[src/rtl/spi_pkg.sv]
// Shared SPI definitions: FSM state encodings, default word width, SCLK mode constants.
package spi_pkg;

  typedef enum logic [2:0] {
    ST_IDLE  = 3'd0,
    ST_SETUP = 3'd1,
    ST_SHIFT = 3'd2,
    ST_HOLD  = 3'd3,
    ST_GAP   = 3'd4
  } spi_state_t;

  localparam int SPI_DATA_W_DEF = 8;

  localparam logic SPI_CPOL_IDLE_LO = 1'b0;
  localparam logic SPI_CPOL_IDLE_HI = 1'b1;
  localparam logic SPI_CPHA_LEAD    = 1'b0;
  localparam logic SPI_CPHA_TRAIL   = 1'b1;

endpackage

[src/rtl/spi_tick_gen.sv]
// Turns the upstream divided clock into single-cycle ticks in the i_clk_sys domain.
// Each tick marks one SCLK half-period.
module spi_tick_gen (
  input  logic i_clk_sys,
  input  logic i_rst,
  input  logic i_clk_div,
  output logic o_tick
);

  // [0],[1] form the synchroniser, [2] is the previous synchronised level
  logic [2:0] sync;

  always_ff @(posedge i_clk_sys or posedge i_rst) begin
    if (i_rst) sync <= '0;
    else       sync <= {sync[1:0], i_clk_div};
  end

  assign o_tick = sync[1] & ~sync[2];

endmodule

[src/rtl/spi_shift_engine.sv]
// SPI master shift engine, one word per transfer, paced by ticks from spi_tick_gen.
// Build option: define SPI_LSB_FIRST_EN to shift LSB-first on MOSI and MISO.
module spi_shift_engine
  import spi_pkg::*;
#(
  parameter int   DATA_W = SPI_DATA_W_DEF,
  parameter logic CPOL   = SPI_CPOL_IDLE_LO,
  parameter logic CPHA   = SPI_CPHA_LEAD
) (
  input  logic              i_clk_sys,
  input  logic              i_rst,
  input  logic              i_clk_div,
  input  logic              i_tx_valid,
  output logic              o_tx_ready,
  input  logic [DATA_W-1:0] i_tx_data,
  output logic [DATA_W-1:0] o_rx_data,
  output logic              o_rx_valid,
  output logic              o_busy,
  output logic              o_sclk,
  output logic              o_mosi,
  output logic              o_cs_n,
  input  logic              i_miso
);

  localparam int            HW        = $clog2(2 * DATA_W);
  localparam logic [HW-1:0] HALF_LAST = HW'(2 * DATA_W - 1);

  function automatic logic out_bit(input logic [DATA_W-1:0] w);
`ifdef SPI_LSB_FIRST_EN
    return w[0];
`else
    return w[DATA_W-1];
`endif
  endfunction

  function automatic logic [DATA_W-1:0] drop_bit(input logic [DATA_W-1:0] w);
`ifdef SPI_LSB_FIRST_EN
    return w >> 1;
`else
    return w << 1;
`endif
  endfunction

  function automatic logic [DATA_W-1:0] push_bit(input logic [DATA_W-1:0] w, input logic b);
`ifdef SPI_LSB_FIRST_EN
    return {b, w[DATA_W-1:1]};
`else
    return {w[DATA_W-2:0], b};
`endif
  endfunction

  logic              tick;
  spi_state_t        state;
  logic [DATA_W-1:0] tx_sh;
  logic [DATA_W-1:0] rx_sh;
  logic [HW-1:0]     half_cnt;
  logic              sample_edge;

  spi_tick_gen u_tick (
    .i_clk_sys (i_clk_sys),
    .i_rst     (i_rst),
    .i_clk_div (i_clk_div),
    .o_tick    (tick)
  );

  // Even half counts are leading edges; CPHA picks which parity samples MISO
  assign sample_edge = (half_cnt[0] == (CPHA == SPI_CPHA_TRAIL));

  always_ff @(posedge i_clk_sys or posedge i_rst) begin
    if (i_rst) begin
      state      <= ST_IDLE;
      tx_sh      <= '0;
      rx_sh      <= '0;
      half_cnt   <= '0;
      o_tx_ready <= 1'b0;
      o_busy     <= 1'b0;
      o_cs_n     <= 1'b1;
      o_sclk     <= CPOL;
      o_mosi     <= 1'b0;
      o_rx_valid <= 1'b0;
      o_rx_data  <= '0;
    end else begin
      o_rx_valid <= 1'b0;
      case (state)
        ST_IDLE: begin
          if (o_tx_ready && i_tx_valid) begin
            o_tx_ready <= 1'b0;
            o_busy     <= 1'b1;
            o_cs_n     <= 1'b0;
            half_cnt   <= '0;
            rx_sh      <= '0;
            // CPHA=0 must present the first bit before the first leading edge
            if (CPHA == SPI_CPHA_LEAD) begin
              o_mosi <= out_bit(i_tx_data);
              tx_sh  <= drop_bit(i_tx_data);
            end else begin
              tx_sh  <= i_tx_data;
            end
            state <= ST_SETUP;
          end else begin
            o_tx_ready <= 1'b1;
          end
        end
        ST_SETUP: begin
          if (tick) state <= ST_SHIFT;
        end
        ST_SHIFT: begin
          if (tick) begin
            o_sclk <= ~o_sclk;
            if (sample_edge) begin
              rx_sh <= push_bit(rx_sh, i_miso);
            end else begin
              o_mosi <= out_bit(tx_sh);
              tx_sh  <= drop_bit(tx_sh);
            end
            if (half_cnt == HALF_LAST) state    <= ST_HOLD;
            else                       half_cnt <= half_cnt + HW'(1);
          end
        end
        ST_HOLD: begin
          if (tick) begin
            o_sclk     <= CPOL;
            o_cs_n     <= 1'b1;
            o_rx_data  <= rx_sh;
            o_rx_valid <= 1'b1;
            state      <= ST_GAP;
          end
        end
        ST_GAP: begin
          if (tick) begin
            o_busy     <= 1'b0;
            o_tx_ready <= 1'b1;
            state      <= ST_IDLE;
          end
        end
        default: state <= ST_IDLE;
      endcase
    end
  end

endmodule

[config.mk]
export PLATFORM = sky130hd
export DESIGN_NAME = spi_shift_engine
export DESIGN_NICKNAME = d
export VERILOG_FILES = /design/src/rtl/spi_pkg.sv /design/src/rtl/spi_tick_gen.sv /design/src/rtl/spi_shift_engine.sv
export SDC_FILE = /design/constraint.sdc
export NUM_CORES = 1
export LEC_CHECK = 0
export CORE_ASPECT_RATIO = 1.5
export CORE_MARGIN = 2
export CORE_UTILIZATION = 52
export CTS_CLUSTER_DIAMETER = 200
export DETAILED_ROUTE_END_ITERATION = 8
export PLACE_DENSITY = 0.78
export SETUP_SLACK_MARGIN = 0.1
export SLEW_MARGIN = 0
export SYNTH_ARGS = -nofsm -noshare
export SYNTH_HDL_FRONTEND = slang
export SYNTH_HIERARCHICAL = 1
export SYNTH_SLANG_ARGS = --single-unit
export TNS_END_PERCENT = 100
[constraint.sdc]
create_clock -name i_clk_sys -period 1.6 [get_ports i_clk_sys]
set_input_delay 0.48 -clock i_clk_sys [delete_from_list [all_inputs] [get_ports i_clk_sys]]
set_output_delay 0.48 -clock i_clk_sys [all_outputs]
set_load 0.005 [all_outputs]
# After elaboration in Yosys (flattened, before gate mapping)
# Index checks and enable logic that the tools add are counted.
# totals
ff_bits,40
latchBits,0
ram_bits,0
rom_bits,0
in_bits,13
output_inout_bits,14
elab_cells,80
mem_count,0
# op_classes
add_sub_neg,1
n_mul,0
n_div,0
magnitude_cmp,0
n_eq_ne,14
shift,0
muxes,35
bitwise,3
reduce_logical,15
# op_table
cell,count
$mux 8,6
$pmux 8 s2,2
$mux 3,6
$ne 2x2->1 const B,9
$pmux 3 s5,1
$mux 4,3
$reduce_and 4->1,3
$mux 1,11
$pmux 1 s2,5
$reduce_and 3->1,3
$pmux 4 s2,1
$reduce_bool 2->1,4
$eq 3x2->1 const B,2
$reduce_and 6->1,1
$add 4x1->4 const B,1
$eq 4x4->1 const B,1
$reduce_and 2->1,2
$eq 3x1->1 const B,1
$eq 3x3->1 const B,1
$logic_not 3->1,1
$not 1->1,2
$and 1x1->1,1
$logic_and 1x1->1,1

# Logic depth before layout (Yosys ltp)
# Gate-level depths: netlist (run 1).
# logic_depth
depth_word,4
ltp_mapped,6
mapped_depth_nobuf,5

# Hierarchy
# The synthesis (run 1) kept the hierarchy.
# by_module_without_submodules
mod,n_inst,cells_each,area_per_inst_um2,seq_area_each_um2
spi_shift_engine,1,142,1605.3,902.1
spi_tick_gen,1,5,92.6,75.1

# Least setup slack after synthesis (run 1)
# Ideal clock, no wire load.
# synth_timing
path_type,flip-flop to flip-flop
start,register state[1]
end,register rx_sh[0]
t_arrival_ns,1.294
t_required_ns,1.479
setup_slack_ns,0.185
stages_incl_launch_ff,5
period_less_slack_ns,1.415
cell_sequence,dfrtp_1 -> and3b_4 -> o21ai_0 -> a21o_2 -> a22o_1
# synth_between
elab_chain_len,3
# synth_lines
item,line,text
"start, declared",spi_shift_engine.sv:53,spi_state_t state;
"start signal, assigned",spi_shift_engine.sv:71,state <= ST_IDLE;
"start signal, assigned",spi_shift_engine.sv:99,state <= ST_SETUP;
"start signal, assigned",spi_shift_engine.sv:105,if (tick) state <= ST_SHIFT;
$eq 3x2->1 / $logic_not 3->1 (equally long branches),spi_shift_engine.sv:84,case (state)
$ne 2x2->1 (no source line) / $reduce_bool 2->1 (equally long branches),-,
$reduce_and 4->1 (no source line),-,
"end signal, assigned",spi_shift_engine.sv:111,"rx_sh <= push_bit(rx_sh, i_miso);"
"end, declared",spi_shift_engine.sv:55,logic [DATA_W-1:0] rx_sh;
# Several ways; a longest one is shown, not always the timed one.
# A chain may end at the register's enable or synchronous reset.

# Final worst setup path (run 1)
# layout_timing
start,register state[2]
end,register rx_sh[3]
# The elaborated chain is that of the path after synthesis.

==> results of run 1 <==
[through the flow]
step                std cells  hold slack (ns)
CTS                       235            0.372
finish                    241            0.371
global route              241            0.383
floorplan                 147            0.234
global placement          216            0.341
detailed placement        216            0.353
[registers in the layout, indices dropped and copies added, names as in the netlist, 3 cells and up]
signal / flops
state: 3
half_cnt: 4
o_rx_data: 8
u_tick/sync: 3
tx_sh: 7
rx_sh: 8
[cells in the mapped netlist (all sizes together)]
| cell | instances | area (sq um) |
|---|---|---|
| a21o | 2 | 16.3 |
| a21oi | 2 | 10.0 |
| a22o | 8 | 70.1 |
| a31oi | 10 | 62.6 |
| and2 | 1 | 7.51 |
| and3b | 1 | 12.5 |
| and4b | 1 | 10.0 |
| buf | 5 | 33.8 |
| clkbuf | 1 | 13.8 |
| dfrtp | 38 | 951 |
| dfstp | 1 | 26.3 |
| ha | 1 | 12.5 |
| inv | 6 | 22.5 |
| mux2 | 9 | 101 |
| nand2 | 20 | 75.1 |
| nand2b | 2 | 12.5 |
| nand3 | 2 | 10.0 |
| nand3b | 1 | 7.51 |
| nand4 | 2 | 12.5 |
| nor2 | 14 | 52.6 |
| nor2b | 1 | 13.8 |
| nor3 | 3 | 31.3 |
| nor4 | 1 | 21.3 |
| o211ai | 2 | 15.0 |
| o21ai | 7 | 35.0 |
| o221a | 1 | 20.0 |
| o31ai | 2 | 15.0 |
| or3 | 1 | 6.26 |
| or3b | 1 | 11.3 |
| xnor2 | 1 | 8.76 |
[per-layer routing]
metal / track usage (%) / routed length [microns] / up-vias
met5: 0 / 0 / -
met4: 14.4 / 119 / 0
met3: 5.22 / 180 / 11
met2: 40.8 / 2300 / 49
met1: 25.0 / 1660 / 707
li1: - / - / 633
[worst paths after layout]
| check | startpoint | end | slack (ns) | cells after the start |
|---|---|---|---|---|
| worst min-delay path | i_rst | u_tick/sync[2] | 0.37 | 2 |
| min in group i_clk_sys | u_tick/sync[0] | u_tick/sync[1] | 0.37 | 0 |
| worst min register to register | u_tick/sync[0] | u_tick/sync[1] | 0.37 | 0 |
| worst max register to register | state[2] | rx_sh[3] | 0.08 | 3 |
| max in group asynchronous | i_rst | rx_sh[1] | 0.81 | 3 |
| worst max-delay path | state[2] | rx_sh[3] | 0.08 | 3 |
[repair_timing]
action,4_1_cts,5_1_grt
buffers inserted,11,5
resized for setup,20,5
pin swaps,3,8
cloned,0,1
endpoints found under the setup margin,35,22
[layout make-up]
class	instances	share of cell area (%)
tap	40	2.20
inverter	6	0.990
timing repair buffer	51	19.6
clock inverter	3	1.93
clock buffer	5	3.03
sequential	39	43.1
multi-input combinational	97	29.2
[layout by cell type (no fill, tap or decap), types with 2 or more instances in the layout]
cell type and n:
nand4_1 2, nand2_1 20, o211ai_1 2, dfrtp_1 35, buf_6 2, a22o_1 8
nand2b_1 2, o21ai_0 4, dlygate4sd2_1 14, clkbuf_8 5, dfrtp_2 3, a21oi_1 2
inv_1 5, nand3_1 2, a31oi_1 10, nor2_1 14, o21ai_1 3, mux2_2 9
clkdlybuf4s50_1 11, buf_4 22, o31ai_1 2
[worst max-delay path, delay by kind of cell (launching register included)]
family,cells,cell delay [ns]
compound gates,1,0.22
simple gates,2,0.81
flops,1,0.44
[cells by family (layout without fill, tap and decap cells)]
logic type                 count (synthesis)  in the layout  synth area share (%)
and+or+nand+nor                           51             51                  16.7
DFF                                       39             39                  57.6
AOI/OAI and AO/OA                         34             35                  14.4
buffers and inverters                     12             65                  4.13
muxes                                      9              9                  5.97
adders and majority gates                  1              1                 0.737
xor gates and xnor gates                   1              1                 0.516
[power breakdown]
group	total, uW	internal, uW	switching [uW]
combinational	1750	896	852
clock	826	464	362
sequential	1600	1340	251
==> flow_summary.yaml, run 1 <==
yosys:
  ys_ff_latch: 39
  ys_types: 37
  syn_area_sq_mm: 0.00170
  syn_nets: 161
  avgSynthCellArea_sq_um: 11.6
  yosys_warnings: 6
  yosysSeqAreaShare_pct: 57.6
  synthCells: 147
detailed_routing:
  antenna_left: 0
  routed_wl_microns: 4260
  drc: 0
  drt-initial-drc-count: 62
  num_vias: 1400
  wl_per_cell_microns: 17.7
  vias_per_cell: 5.81
  dr.pass1.iters: 4
critical_path:
  worstSetupPathType: "reg2reg"
  worstPathRequired_ns: 1.84
  crit_path_start_kind: "flop"
  end_kind: "flop"
  arrival_ns: 1.76
  cp_slowest_cell: "or3b_4"
  cp_max_fo: 8
  crit_chain: "or3b_4 -> nor3_4 -> a22o_1"
  cp_slowest_stage_delay_ns: 0.45
final_layout:
  fin_nets: 214
  n_fill_cell: 213
  drive_above_1_share_pct: 28.9
  multi_input_area_sq_um: 663
  design_area_sq_mm: 0.00227
  insertedDiodeCount: 0
  fin_util_pct: 72.7
  syn_to_final_growth_pct: 34.0
  final-seq-area_sq_um: 981
run:
  drv_cap: 0
worst_hold_path:
  holdCritPathClass: "in2async"
placed_design:
  place_area_sq_mm: 0.00203
  place_congestion: 0.800
  pre_cts_ws_ns: -0.391
  hpwl_microns: 2530
  io_buffers: 26
sta:
  max_slew_margin_pct: 75.5
  period_needed_ns: 1.52
  maxSlewViolCount: 0
  rsz0062_at_grt: "true"
  max_freq_ghz: 0.656
  tightest_slew_ns: 0.365
  fin_skew_ns: 0.0100
  fin_crit_sh_pct: 95.3
  finalSetupTns_ns: 0
  worst_slack_ns: 0.0754
  hold_viol: 0
  setup_viol: 0
clocking:
  cts_inserted_buffers: 5
  clk_path_buf_depth: 2
  ctsHoldBuffers: 0
  clk_pin_slew_ns: 0.08
  cts-root-buf: "clkbuf_8"
  clk_latency_ns: 0.30
  cts_tree: "yes"
  numClockSinks: 39
  h-tree-depth: 2
global_routing:
  grtUsageTotal_pct: 23.1
  antenna_found_initial: 0
  grt-ovfl-total: 0
  grt_pass1_vias: 1355
  grt_max_degree: 23
  grt_pass1_wl_microns: 6270
power:
  ir_drop_mv: 1.57
  p_leak_uw: 0.00112
  finalPower_uw: 4170
  powerDensity_mw_per_mm2: 1830
die:
  start_util_pct: 54.3
  row_count: 25
  core_area_sq_mm: 0.00313
  io_pins: 27
  die_area_sq_mm: 0.00375
  chipHeight_microns: 74.0
  die_w_microns: 50.7
run_status:
  outcome: "finished, final reports clean"
Power figures use the tool's default switching activity.
==> inputs of run 2 (changes only) <==
--- a/config.mk
+++ b/config.mk
@@ -6,7 +6,7 @@
 export NUM_CORES = 1
 export LEC_CHECK = 0
 export CORE_ASPECT_RATIO = 1.5
-export CORE_MARGIN = 2
+export CORE_MARGIN = 3
 export CORE_UTILIZATION = 52
 export CTS_CLUSTER_DIAMETER = 200
 export DETAILED_ROUTE_END_ITERATION = 8
==> flow_summary.yaml, run 2 (same netlist as run 1, synthesis figures left out) <==
power:
  powerDensity_mw_per_mm2: 1750
  seq_power_share_pct: 40.3
  internal_power_uw: 2570
  p_leak_uw: 0.00111
  ir_drop_mv: 1.12
  swShare_pct: 34.9
  clkPwrFrac_pct: 18.2
  p_sw_uw: 1380
  combPwrFrac_pct: 41.5
global_routing:
  grt_max_degree: 37
  antenna_found_initial: 0
  grtUsageTotal_pct: 21.3
  grt.met2_usage_pct: 33.6
  grt_pass1_vias: 1405
  grt-busiest-layer: "met2"
  grt-ovfl-total: 0
  use_met3_pct: 6.65
  grt_pass1_wl_microns: 6420
  grt_use_met1_pct: 26.8
critical_path:
  r2r_cells: 5
  crit_chain: "inv_2 -> nor2_1 -> nand3_1 -> buf_4 -> mux2_2"
  worstSetupPathType: "reg2reg"
  r2r_end: "o_rx_data[4]"
  arrival_ns: 1.69
  r2r_slack_ns: 0.08
  end_kind: "flop"
  cp_slowest_cell: "dfrtp_2"
  worstPathRequired_ns: 1.77
  cp_max_fo: 9
  path_buf_inv: 2
  critPathTopFamily: "flip-flops"
  cp_slowest_stage_delay_ns: 0.46
  crit_path_start_kind: "flop"
  reg2reg_from: "state[1]"
clocking:
  cts_tree: "yes"
  cts_inserted_buffers: 5
  h-tree-depth: 2
  numClockSinks: 39
  clk_pin_slew_ns: 0.07
  cts-root-buf: "clkbuf_8"
  clk_path_buf_depth: 2
  clk_latency_ns: 0.29
  ctsHoldBuffers: 0
sta:
  period_needed_ns: 1.52
  fin_crit_sh_pct: 94.8
  maxSlewViolCount: 0
  finalSetupTns_ns: 0
  hold_viol: 0
  fin_skew_ns: 0.00789
  max_slew_margin_pct: 70.3
  max_freq_ghz: 0.659
  setup_viol: 0
  tightest_slew_ns: 0.444
  rsz0062_at_grt: "true"
detailed_routing:
  drc: 0
  routed_wl_microns: 3810
  drt-initial-drc-count: 46
  vias_per_cell: 5.65
  dr.pass1.iters: 4
  antenna_left: 0
  num_vias: 1345
  wl_per_cell_microns: 16.0
final_layout:
  drive_above_1_share_pct: 27.6
  fin_nets: 212
  most-common-layout-cells: "dfrtp_1 (36), buf_4 (21), nand2_1 (20)"
  n_fill_cell: 215
  finalNonFillerCells: 238
  syn_to_final_growth_pct: 32.9
  insertedDiodeCount: 0
  reg_top3: "o_rx_data x8, rx_sh x8, tx_sh x7"
  mostFrequentLayoutCell: "dfrtp_1"
worst_hold_path:
  min-delay-start: "u_tick/sync[0]"
  hold_depth: 0
  whs_endpoint: "u_tick/sync[1]"
  holdCritPathClass: "reg2reg"
die:
  die_w_microns: 52.7
  die_area_sq_mm: 0.00400
  row_count: 24
  start_util_pct: 56.5
  chipHeight_microns: 76.0
  io_pins: 27
  core_area_sq_mm: 0.00300
placed_design:
  place_congestion: 0.877
  hpwl_microns: 2370
  io_buffers: 26
  place_inst: 215
run_status:
  outcome: "finished, final reports clean"
run:
  drv_cap: 0
## run 2: worst max path at each step
stage	to	cells after the start	from	slack (ns)
after global placement	rx_sh[0]	5	i_tx_valid	-0.30
after detailed placement	tx_sh[2]	6	i_tx_valid	-0.35
after floorplan	rx_sh[0]	4	state[1]	0.18
final	o_rx_data[4]	5	state[1]	0.08
after global routing	half_cnt[3]	5	o_tx_ready	0.01
after CTS	o_cs_n	1	o_cs_n	0.06
## run 2: final cells by class
class	instances	area, sq um	area share, %
clock buffer	8	100	4.43
sequential	39	980	43.4
multi-input combinational	97	679	30.1
timing repair buffer	49	427	18.9
inverter	6	22.5	0.998
tap	39	48.8	2.16
## run 2: power groups by stage
| stage | Clock [uW] | Combinational (uW) | Sequential, uW |
|---|---|---|---|
| 3_3_place_gp | 0 | 1390 | 1590 |
| 6_report | 720 | 1640 | 1590 |
| 5_1_grt | 789 | 1810 | 1630 |
| 2_1_floorplan | 0 | 955 | 1560 |
| 4_1_cts | 738 | 1570 | 1580 |
| 3_5_place_dp | 0 | 1450 | 1610 |
## run 2: stage by stage
step	hold slack, ns	util [%]	power, uW	instance area, sq um	setup WS (ns)
after floorplan	0.234	-	2510	1700	0.185
after global placement	0.340	67.9	2990	2040	-0.295
after detailed placement	0.341	67.9	3060	2040	-0.346
after CTS	0.364	73.6	3890	2210	0.0614
after global routing	0.373	75.2	4220	2260	0.0136
final	0.359	75.2	3950	2260	0.0825
## run 2: metal layers
layer  part of all wire [%]  routed length, microns
met3                    4.6                     176
met5                      0                       0
met4                    1.5                      56
met1                     40                    1530
met2                     54                    2050
## run 2: timing repair
action	4_1_cts	5_1_grt
pin swaps	6	5
resized for setup	22	4
endpoints found under the setup margin	37	29
gates cloned	1	0
setup buffers	8	6
==> edit 1, RTL diff (flow settings as in run 2) <==
Reset style: synchronous (`i_rst`), changed in 2 clocked blocks.
--- a/src/rtl/spi_tick_gen.sv
+++ b/src/rtl/spi_tick_gen.sv
@@ -10,7 +10,7 @@
   // [0],[1] form the synchroniser, [2] is the previous synchronised level
   logic [2:0] sync;
 
-  always_ff @(posedge i_clk_sys or posedge i_rst) begin
+  always_ff @(posedge i_clk_sys) begin
     if (i_rst) sync <= '0;
     else       sync <= {sync[1:0], i_clk_div};
   end
--- a/src/rtl/spi_shift_engine.sv
+++ b/src/rtl/spi_shift_engine.sv
@@ -66,7 +66,7 @@
   // Even half counts are leading edges; CPHA picks which parity samples MISO
   assign sample_edge = (half_cnt[0] == (CPHA == SPI_CPHA_TRAIL));
 
-  always_ff @(posedge i_clk_sys or posedge i_rst) begin
+  always_ff @(posedge i_clk_sys) begin
     if (i_rst) begin
       state      <= ST_IDLE;
       tx_sh      <= '0;
Check against the original RTL: differs if i_rst is asserted again (counterexample within 4 cycles, from zero or initial values and one cycle with i_rst high); with i_rst held inactive, the same outputs for 10 cycles.
==> edit 1 against run 2 <==
Final area fell by 2.9%; synthesized area decreased by 5.8%; cell count rose by 7.1%; setup slack improved by 0.052 ns; clock skew shrank 0.0040 ns; wire length is 6.7% higher; sequential cell count did not move; critical path type unchanged; critical endpoint is now tx_sh[2]; largest cell class is now multi-input combinational cells.
Power is not compared: it rests on default switching activity, and its combinational part moved more than twofold at a synthesized area within 25%.
==> edit 1: results (changes against run 2) <==
| Metric | Value |
|---|---|
| DRT iter0 DRCs | `33 (-28%)` |
| Min-delay src | `u_tick/sync[0]` |
| Sequential share of the synthesized area | `48.83% (-8.7 points)` |
| Setup slack of the worst register-to-register path | `0.13 ns (+0.05 ns)` |
| CP Capture Point | `tx_sh[2]` |
| Fillers | `225 (+4.7%)` |
| Cells taking the most area after synthesis | `sky130_fd_sc_hd__dfxtp_1 49%, sky130_fd_sc_hd__a21oi_1 5.9%, sky130_fd_sc_hd__mux2i_1 5.0%` |
| Sum of net half-perimeters after detailed placement | `2772 um (+17%)` |
| Fraction of layout instances using a drive strength above 1 | `27.31% (-0.32 points)` |
| Crit path max-delay family | `compound AO/OA/AOI/OAI gates` |
| Run status | `finished, final reports clean` |
| Launch point of the worst path | `state[1]` |
| Number of nets in the layout | `229 (+8.0%)` |
| Via count | `1,405 (+4.5%)` |
| Wire length of the first global-routing pass | `6541 um (+1.8%)` |
| Ratio of routed vias to standard cells | `5.510 (-2.5%)` |
| Overall track demand over capacity in global routing | `23.32% (+2.0 points)` |
| Worst hold slack after final layout | `0.4478 ns (+0.08875 ns)` |
| Highest fanout seen on the critical path | `13 (+4)` |
| Gate count after technology mapping | `168 (+14%)` |
| Highest-delay cell along the critical path | `sky130_fd_sc_hd__dfxtp_4` |
| Library cells used by synthesis | `40 (+8.1%)` |
| Slowest cell delay on critical path | `0.36 ns (-0.10 ns)` |
| Leading cell types by count after synthesis | `39 x sky130_fd_sc_hd__dfxtp_1, 19 x sky130_fd_sc_hd__a21oi_1, 19 x sky130_fd_sc_hd__nand2_1` |
| Placed Cells incl. Taps | `238 (+11%)` |
| Synthesized Nets | `182 (+13%)` |
| Instance area after placement | `0.001973 sq mm (-3.3%)` |
| Post-Place Setup Slack | `-0.4846 ns (-0.1390 ns)` |
| Measured slew at the worst slew-check pin | `0.2706 ns (-0.1731 ns)` |
| Min-Delay Path Depth | `1 (+1)` |
| Async set or reset register ratio after synthesis | `0% (-100 points)` |
| Final RePlAce weighted congestion | `0.8845 (+0.84%)` |
| Data arrival time of the critical path | `1.67 ns (-0.02 ns)` |
| Post-route clock skew | `0.003932 ns (-0.003954 ns)` |
| Clock period minus final worst setup slack | `1.466 ns (-0.05181 ns)` |
| Maximum number of pins on one net before global-route repair | `19 (-49%)` |
-- edit 1: cell count changes after synthesis, sizes merged, moves of 9 or more --
cell / delta
a21oi: +17
a31oi: -9
dfrtp: -38
dfxtp: +39
mux2: -9
-- edit 1: metal layers --
metal  share of wire (%)  vias to the layer above  routed length [um]  GRT usage [%]
li1                    -                      691                   -              -
met1                  38                      670                1559          24.52
met2                  55                       31                2240          43.04
met3                 3.4                       13                 138          6.085
met4                 3.2                        0                 130          10.20
met5                   0                        -                   0              0
-- edit 1: timing repair --
action,in CTS,in global routing
endpoints found under the hold margin,0,0
gates resized for setup,24,20
endpoints found under the setup margin,43,25
buffers inserted,2,6
pin swaps,2,11
cloned,0,1
hold buffers,0,0
-- edit 1: cells by family (layout without fill, tap and decap cells) --
| kind of cell | Yosys count | after routing | synth area share (%) |
|---|---|---|---|
| adders and majority gates | 1 | 1 | 0.7823 |
| muxes | 8 | 8 | 5.008 |
| DFF | 39 | 39 | 48.83 |
| xor gates and xnor gates | 1 | 1 | 0.5478 |
| and+or+nand+nor | 68 | 68 | 22.54 |
| AOI/OAI and AO/OA | 42 | 42 | 19.01 |
| buffers and inverters | 9 | 57 | 3.286 |
-- edit 1: final cells by class --
| cell class | count | area (sq um) | share of cell area (%) |
|---|---|---|---|
| clock buffers | 7 | 76.32 | 3.482 |
| clock inverters | 1 | 5.005 | 0.2283 |
| multi-input cells | 120 | 843.3 | 38.47 |
| flip-flops and latches | 39 | 790.8 | 36.07 |
| well taps | 39 | 48.80 | 2.226 |
| repair buffers | 49 | 427.9 | 19.52 |
-- edit 1: where the power goes --
part           leakage [nW]  internal (mW)  total (mW)  switching [mW]
Combinational         0.560          0.124       0.230           0.106
Sequential            0.319           1.00        1.03          0.0240
Clock                0.0422          0.306       0.633           0.328
==> edit 2, RTL diff (settings of run 2) <==
Made on the original files. Set the package constant `SPI_DATA_W_DEF` to 16 (it was 8).
--- a/src/rtl/spi_pkg.sv
+++ b/src/rtl/spi_pkg.sv
@@ -9,7 +9,7 @@
     ST_GAP   = 3'd4
   } spi_state_t;
 
-  localparam int SPI_DATA_W_DEF = 8;
+  localparam int SPI_DATA_W_DEF = 16;
 
   localparam logic SPI_CPOL_IDLE_LO = 1'b0;
   localparam logic SPI_CPOL_IDLE_HI = 1'b1;
Interface: changed (resized i_tx_data and o_rx_data); port bits go from 27 to 43. No check against the original RTL was run, so the function may have changed too.
==> edit 2 against run 2 <==
The run now ends with setup timing left; sequential cell count up 25; synthesized area rose by 65%; final area increased by 81%; clock power increased by 140%; highest routed layer unchanged; cell count up 56%; die area rose by 58%; largest power group unchanged; total power grew 63%; setup slack worse by 0.13 ns; wire length is 67% higher; sequential share of layout area shrank 4.0 points; synthesized cell count up 44%.
==> edit 2: results (changes against run 2) <==
| Metric | Value |
|---|---|
| Run status | `complete, but fails checks` |
| Failing checks | `setup timing` |
| Worst r2r dst | `half_cnt[2]` |
| Maximum number of pins on one net before global-route repair | `35 (-5.4%)` |
| Number of setup violations in the final report | `5 (+5)` |
| Slowest cell delay on critical path | `0.40 ns (-0.06 ns)` |
| Number of buffers inserted by post-CTS setup repair | `13 (+5)` |
| CTS buffer count | `9 (+4)` |
| Placed Cells incl. Taps | `329 (+53%)` |
| Setup TNS | `-0.1496 ns (-0.1496 ns)` |
| Data arrival time of the critical path | `1.91 ns (+0.22 ns)` |
| Per-cell routed wire length | `17.16 um (+7.1%)` |
| Met3 WL | `248 um (+41%)` |
| Deepest level of the CTS H-tree | `3 (+1)` |
| Number of nets in the layout | `322 (+52%)` |
| Via count of the first global-routing pass | `2,055 (+46%)` |
| Synthesized Nets | `234 (+45%)` |
| Post-CTS clock slew at the launch and capture registers of the worst setup and hold paths | `0.07 ns (about the same)` |
| Post-Place Setup Slack | `-0.4216 ns (-0.07605 ns)` |
| Total net switching power | `1.995 mW (+45%)` |
| Measured slew at the worst slew-check pin | `0.3575 ns (-0.08624 ns)` |
| Post-cts repair resize count | `57 (+160%)` |
| Highest-delay cell along the critical path | `sky130_fd_sc_hd__dfrtp_1` |
| Sum of net half-perimeters after detailed placement | `3554 um (+50%)` |
| Final RePlAce weighted congestion | `0.8155 (-7.0%)` |
| Sequential share of the synthesized area | `57.19% (-0.37 points)` |
| Met2 WL | `3473 um (+69%)` |
| Highest fanout seen on the critical path | `3 (-6)` |
| Gate count after technology mapping | `211 (+44%)` |
| Worst-Skew Late Latency | `0.35 ns (+0.06 ns)` |
| Leading cell types by count after synthesis | `63 x sky130_fd_sc_hd__dfrtp_1, 19 x sky130_fd_sc_hd__nand2b_1, 17 x sky130_fd_sc_hd__mux2i_1` |
| Post-route clock skew | `0.009226 ns (+0.001340 ns)` |
| Number of buffers added on ports | `42 (+62%)` |
| Wire length of the first global-routing pass | `9791 um (+52%)` |
| RR Startpoint | `half_cnt[0]` |
| Total wire length | `6382 um (+67%)` |
| Static leakage | `1.966 nW (+78%)` |
| Ratio of routed vias to standard cells | `5.591 (-1.1%)` |
| Fraction of layout instances using a drive strength above 1 | `34.21% (+6.6 points)` |
| PnR worst setup slack | `-0.04381 ns (-0.1263 ns)` |
| Cells taking the most area after synthesis | `sky130_fd_sc_hd__dfrtp_1 56%, sky130_fd_sc_hd__mux2i_1 6.1%, sky130_fd_sc_hd__a22o_1 5.0%` |
| Wire length on met1 | `2517 um (+65%)` |
| Worst ir drop on vdd | `1.257 mV (+12%)` |
| Registers with the most flip-flops | `o_rx_data (16), rx_sh (16), tx_sh (15)` |
## edit 2: worst max-delay path by stage
stage	start	endpoint	depth (start not counted)
2_1_floorplan	u_tick/sync[2]	o_rx_data[0]	6
3_3_place_gp	i_tx_valid	rx_sh[6]	4
3_5_place_dp	i_tx_valid	rx_sh[8]	4
4_1_cts	half_cnt[0]	half_cnt[4]	5
5_1_grt	half_cnt[0]	half_cnt[2]	7
6_report	half_cnt[0]	half_cnt[2]	7
## edit 2: power groups by stage
stage	registers (mW)	logic [mW]	clock network (mW)
6_report	2.24	2.49	1.72
5_1_grt	2.28	2.69	1.81
4_1_cts	2.22	2.32	1.75
3_5_place_dp	2.25	1.96	0
3_3_place_gp	2.24	1.92	0
2_1_floorplan	2.20	1.41	0
## edit 2: layer usage
layer	vias up	GRT usage [%]
met3	13	3.972
met5	-	0
met1	1061	24.15
met4	0	11.69
li1	947	-
met2	59	35.48
## edit 2: stage by stage
step | cell area (sq um) | hold slack (ns)
5_1_grt | 4079 | 0.3787
3_3_place_gp | 3476 | 0.3400
3_5_place_dp | 3476 | 0.3530
2_1_floorplan | 2873 | 0.2336
6_report | 4079 | 0.3632
4_1_cts | 3950 | 0.3683
## edit 2: layout make-up
type,count,area (sq um)
clock inverters,6,115.1
inverters,8,33.78
repair buffers,89,865.8
clock buffers,10,137.6
well taps,68,85.08
multi-input cells,127,1236
fillers,309,1086
flip-flops and latches,64,1605
## edit 2: kinds of logic after synthesis
group,Yosys count,synth area share [%]
DFF,64,57.19
AOI/OAI and AO/OA,49,14.82
and+or+nand+nor,40,9.241
muxes,34,12.90
buffers and inverters,21,4.643
adders and majority gates,2,0.8927
xor gates and xnor gates,1,0.3126
